$ cat config.mk
export PLATFORM = sky130hd
export DESIGN_NAME = reg_scoreboard
export DESIGN_NICKNAME = d
export VERILOG_FILES = /design/src/rtl/arm_sb_pkg.sv /design/src/rtl/sb_entry.sv /design/src/rtl/reg_scoreboard.sv
export SDC_FILE = /design/constraint.sdc
export NUM_CORES = 1
export LEC_CHECK = 0
export CORE_UTILIZATION = 50
export CTS_CLUSTER_SIZE = 20
export DETAILED_ROUTE_END_ITERATION = 8
export PLACE_DENSITY = 0.72
export SLEW_MARGIN = 40
export SYNTH_ARGS = -nofsm -noshare
export SYNTH_HDL_FRONTEND = slang
export SYNTH_SLANG_ARGS = --single-unit
$ cat constraint.sdc
create_clock -name clk -period 3.7 [get_ports clk]
set_clock_uncertainty 0.1 [all_clocks]
set_input_delay 0.74 -clock clk [delete_from_list [all_inputs] [get_ports clk]]
set_output_delay 0.74 -clock clk [all_outputs]
set_load 0.02 [all_outputs]
$ cat src/rtl/arm_sb_pkg.sv
// Shared sizing and types for the register scoreboard.
package arm_sb_pkg;

   localparam int unsigned NUM_REGS = 16;
   localparam int unsigned ADDR_W   = 4;
   localparam int unsigned CNT_W    = 2;

   localparam logic [CNT_W-1:0] CNT_MAX = '1;
   localparam logic [CNT_W-1:0] CNT_ONE = CNT_W'(1);

   typedef logic [ADDR_W-1:0] reg_idx_t;

endpackage

$ cat src/rtl/sb_entry.sv
// One scoreboard entry: saturating up/down count of in-flight writes to a single target.
// clr_i wins over inc/dec; a decrement at zero is ignored and reported on undf_o.
module sb_entry
   import arm_sb_pkg::*;
(
   input  logic clk,
   input  logic rst_n,
   input  logic inc_i,
   input  logic dec_i,
   input  logic clr_i,
   output logic busy_o,
   output logic full_o,
   output logic undf_o
);

   logic [CNT_W-1:0] cnt_q, cnt_d;
   logic             dec_eff;

   assign busy_o  = (cnt_q != '0);
   assign full_o  = (cnt_q == CNT_MAX);
   assign dec_eff = dec_i & busy_o;
   assign undf_o  = dec_i & ~busy_o;

   // Next count: clear, hold on inc+dec, otherwise step without wrapping.
   always_comb begin
      cnt_d = cnt_q;
      if (clr_i) begin
         cnt_d = '0;
      end else if (inc_i && !dec_eff && !full_o) begin
         cnt_d = cnt_q + CNT_ONE;
      end else if (dec_eff && !inc_i) begin
         cnt_d = cnt_q - CNT_ONE;
      end
   end

   // Count state.
   always_ff @(posedge clk or negedge rst_n) begin
      if (!rst_n) begin
         cnt_q <= '0;
      end else begin
         cnt_q <= cnt_d;
      end
   end

endmodule

$ cat src/rtl/reg_scoreboard.sv
// Producer-side register hazard tracker: per-register pending counters, decode stall and a
// sticky write-back underflow flag.
// Optional SB_STATUS_TRACK_EN adds a pending counter for the NZCV status flags.
module reg_scoreboard
   import arm_sb_pkg::*;
(
   input  logic                clk,
   input  logic                rst_n,
   input  logic                issue_valid_i,
   input  logic                issue_wb_en_i,
   input  logic [ADDR_W-1:0]   issue_dest_i,
   input  logic [ADDR_W-1:0]   src1_i,
   input  logic [ADDR_W-1:0]   src2_i,
   input  logic                two_src_i,
   input  logic                wb_valid_i,
   input  logic [ADDR_W-1:0]   wb_dest_i,
   input  logic                flush_i,
   output logic                stall_o,
   output logic [NUM_REGS-1:0] busy_mask_o,
   output logic                err_underflow_o
`ifdef SB_STATUS_TRACK_EN
   ,
   input  logic                issue_s_i,
   input  logic                use_status_i,
   input  logic                wb_status_i
`endif
);

   logic [NUM_REGS-1:0] inc, dec, busy, full, undf;
   logic                stall_raw, accept, any_undf;
   logic                err_q, err_d;

   // Per-register increment/decrement decode.
   always_comb begin
      inc = '0;
      dec = '0;
      for (int r = 0; r < NUM_REGS; r++) begin
         inc[r] = accept & issue_wb_en_i & (issue_dest_i == reg_idx_t'(r));
         dec[r] = wb_valid_i & (wb_dest_i == reg_idx_t'(r));
      end
   end

   for (genvar g = 0; g < NUM_REGS; g++) begin : g_entry
      sb_entry u_entry (
         .clk    (clk),
         .rst_n  (rst_n),
         .inc_i  (inc[g]),
         .dec_i  (dec[g]),
         .clr_i  (flush_i),
         .busy_o (busy[g]),
         .full_o (full[g]),
         .undf_o (undf[g])
      );
   end

`ifdef SB_STATUS_TRACK_EN
   logic st_busy, st_full, st_undf;

   sb_entry u_status (
      .clk    (clk),
      .rst_n  (rst_n),
      .inc_i  (accept & issue_s_i),
      .dec_i  (wb_status_i),
      .clr_i  (flush_i),
      .busy_o (st_busy),
      .full_o (st_full),
      .undf_o (st_undf)
   );

   // Hazard check from registered counts only; no same-cycle write-back bypass.
   always_comb begin
      stall_raw = busy[src1_i] | (two_src_i & busy[src2_i]) |
                  (issue_wb_en_i & full[issue_dest_i]) |
                  (use_status_i & st_busy) | (issue_s_i & st_full);
      any_undf  = (|undf) | st_undf;
   end
`else
   // Hazard check from registered counts only; no same-cycle write-back bypass.
   always_comb begin
      stall_raw = busy[src1_i] | (two_src_i & busy[src2_i]) |
                  (issue_wb_en_i & full[issue_dest_i]);
      any_undf  = |undf;
   end
`endif

   assign stall_o     = issue_valid_i & stall_raw;
   assign accept      = issue_valid_i & ~stall_raw & ~flush_i;
   assign busy_mask_o = busy;

   // Sticky underflow; a write-back during flush is absorbed silently.
   always_comb begin
      err_d = err_q | (~flush_i & any_undf);
   end

   // Underflow flag state.
   always_ff @(posedge clk or negedge rst_n) begin
      if (!rst_n) begin
         err_q <= 1'b0;
      end else begin
         err_q <= err_d;
      end
   end

   assign err_underflow_o = err_q;

endmodule
==> impl_metrics.tcl <==
set metrics [dict create \
    grt_usage 0.304 \
    critical_path_class "input pin to primary output" \
    post-route-util 0.638 \
    synth.area.top_cells "dfrtp_1 28%, mux4_2 6.0%, nand2_1 4.8%" \
    slew_violations 0 \
    clk_pin_slew_ps 70 \
    area_growth_pct 20.2 \
    fp-row-count 27 \
    synth_ff_type "dfrtp_1" \
    crit_buf_inv 2 \
    drc 0 \
    netlist.top_cell.by_area "dfrtp_1" \
    yosys_warnings 0 \
    netlist_area_um2 2990 \
    period_minus_slack_ps 3510 \
    dpl.hpwl_um 6790 \
    seqCellArea_um2 826 \
    synth_cell_type_count 62 \
    coreArea_um2 5640 \
    critPathMaxFanout 5 \
    worst-r2r-cell-count 9 \
    finalSetupViolations 0 \
    htree_levels 2 \
    rsz0062_at_grt "no" \
    gr-total-overflow 0 \
    cp.arrival_ps 2670 \
    die-area_um2 6300 \
    outcome "completed" \
    grt_pass1_vias 2924 \
    critPathLaunchType "input pin" \
    cap_violations 0 \
    seq_area_frac_synth 0.276 \
    routed_wirelength_um 8890 \
    post_drt_wl_per_cell_um 18.1 \
    nets 440 \
    synth-edff-count 0 \
    holdPathStages 1 \
    worstMarginPinSlew_ps 667 \
    critPathMaxStageDelay_ps 460 \
    period_share 0.947 \
    die_y_um 79.4 \
    io_buffers 40 \
    powerDensity_nw_per_um2 245 \
    cts_buffers 5 \
    total_power_w 0.000881 \
    drt.antenna.violating_nets 0 \
    cp_cell_sequence "clkdlybuf4s50_1, or2_2, o221a_2, a221oi_2, o31ai_2, nand3_4, and2_2, clkbuf_2" \
    cts_tree "yes" \
    start_util 0.531 \
    hold_class "flip-flop to flip-flop" \
    dr.pass1.iters 5 \
    multi_input_area_um2 1900 \
    fillCellCount 498 \
    pre_cts_ws_ps -443 \
    drt_iter0_markers 275 \
    cts.path.max_buffers 2 \
    fp.dieW_um 79.4 \
    slew_headroom 0.551 \
    gp_congestion 0.971 \
    hold_ws_ps 397 \
    yosysTopAreaCellShare 0.276 \
    grt_max_degree 34 \
    num_antenna_cells 0 \
    layout-drive-gt1-share 0.151 \
    cp_top_family "compound AO/OA/AOI/OAI gates" \
    ys_ff_latch 33 \
    clock-sinks 33 \
    synth_fp_nets 401 \
    leakage_nw 1.48 \
    post_cts_buffers 0 \
    setup_tns_ps 0 \
    path_depth 8 \
    fmax_mhz 285 \
    fin_ws_ps 195 \
    worstPathRequired_ps 2860 \
    syn_area_per_cell_um2 7.92 \
    clk_latency_ps 290 \
    cp_slowest_cell "clkdlybuf4s50_1" \
    avgViaCountPerCell 6.36 \
    antenna_found_initial 0 \
    grt_pass1_wl_um 14400 \
    io_pins 41 \
    num_vias 3115 \
    synthArstFlopShare 1.00 \
    ir_worst_vdd_mv 0.194 \
    finalHoldViolations 0 \
    root_buffer "clkbuf_8" \
    crit_path_end_kind "primary output" \
    syn_inst 378 \
]
[synthesized netlist by cell type (3+ instances only)]
master    instances
nand2_1          38
nor2_1           37
dfrtp_1          33
a21oi_1          28
inv_1            20
nor3_1           20
buf_4            17
o21ai_0          14
clkbuf_1         13
nand3_1          12
nand2b_1         11
mux4_2            8
nor4_1            7
and2_1            6
and3_1            6
nor3b_1           6
o21a_1            6
o41ai_1           6
nand3b_1          5
nand4_1           5
nor2b_1           4
o22ai_1           4
o31ai_1           4
or3_1             4
and3b_1           3
buf_2             3
inv_2             3
nor2_2            3
o211ai_1          3
o31a_1            3
or2_2             3
or4_1             3
xnor2_1           3
[area by class of cell]
type | count | area share
Inverter | 23 | 0.0240
Timing Repair Buffer | 65 | 0.161
Clock buffer | 7 | 0.0240
Sequential cell | 33 | 0.229
Multi-Input combinational cell | 289 | 0.528
Clock inverter | 1 | 0.00834
Tap cell | 72 | 0.0250
[layer usage]
| layer | up-vias | routed length [um] | global-route usage |
|---|---|---|---|
| met1 | 1466 | 3680 | 0.385 |
| met5 | - | 0 | 0 |
| met2 | 159 | 4140 | 0.501 |
| met3 | 43 | 719 | 0.0606 |
| li1 | 1447 | - | - |
| met4 | 0 | 349 | 0.135 |
[sequential cells by signal, indices dropped and copies added, names as in the netlist]
signal / cells
err_underflow_o: 1
g_entry.u_entry.cnt_q: 32
[worst reg2reg max path, stage by stage (launching register included)]
cell and delay (ps):
dfrtp_1 410, nor2_1 210, inv_1 110, mux4_2 480, and2_4 190, o2111ai_4 260, nand3_4 110, buf_4 160
nor4_1 480, mux2_2 390
[logic make-up (layout without fill, tap and decap cells)]
logic type             after synthesis  after routing  share of synthesized area
multiplexers                        12             12                     0.0865
flip-flops                          33             33                      0.276
buffers and inverters               56             96                     0.0928
XOR/XNOR                             4              4                     0.0117
AND/OR/NAND/NOR                    183            183                      0.326
AO/OA/AOI/OAI                       90             90                      0.207
[where the power goes]
| group | total, W | switching [W] | internal (W) |
|---|---|---|---|
| clock network | 0.000355 | 0.000135 | 0.000220 |
| logic | 0.000163 | 0.0000948 | 0.0000684 |
| registers | 0.000363 | 0.00000126 | 0.000362 |
| total | 0.000881 | 0.000232 | 0.000650 |
[cell usage in the layout (no fill, tap or decap), types with 4 or more instances in the layout]
cell,netlist,layout
o22ai_1,4,4
o31ai_1,4,4
a21oi_1,28,28
nor3_1,20,20
or3_1,4,4
nor4_1,7,7
mux4_2,8,8
clkdlybuf4s50_1,0,36
nand3b_1,5,5
nand2_1,38,38
o21ai_0,14,14
inv_1,20,20
o21a_1,6,6
and2_1,6,6
nor3b_1,6,6
dfrtp_1,33,33
nand4_1,5,5
nor2b_1,4,4
buf_4,17,25
o41ai_1,6,6
and3_1,6,6
clkbuf_8,0,6
nor2_1,37,37
nand3_1,12,12
nand2b_1,11,11
[worst paths after layout]
| kind | end | from | slack, ps |
|---|---|---|---|
| min in group asynchronous | g_entry[15].u_entry.cnt_q[0] | rst_n | 760 |
| max | stall_o | issue_dest_i[1] | 190 |
| min | err_underflow_o | err_underflow_o | 400 |
| min reg2reg | err_underflow_o | err_underflow_o | 400 |
| max in group asynchronous | g_entry[2].u_entry.cnt_q[0] | rst_n | 2400 |
| max reg2reg | g_entry[3].u_entry.cnt_q[0] | g_entry[7].u_entry.cnt_q[1] | 690 |
[stage by stage]
stage | instance area (um2) | instances
after floorplan | 2990 | 378
after global placement | 3480 | 482
after detailed placement | 3480 | 482
after CTS | 3600 | 490
after global routing | 3600 | 490
final | 3600 | 490
[what timing repair did]
item | CTS | global route
resized for setup | 6 | 2
endpoints found under the setup margin | 1 | 1
pin swaps | 1 | 0
hold buffers | 0 | 0
Note: power is estimated with default switching activity, not from simulation.
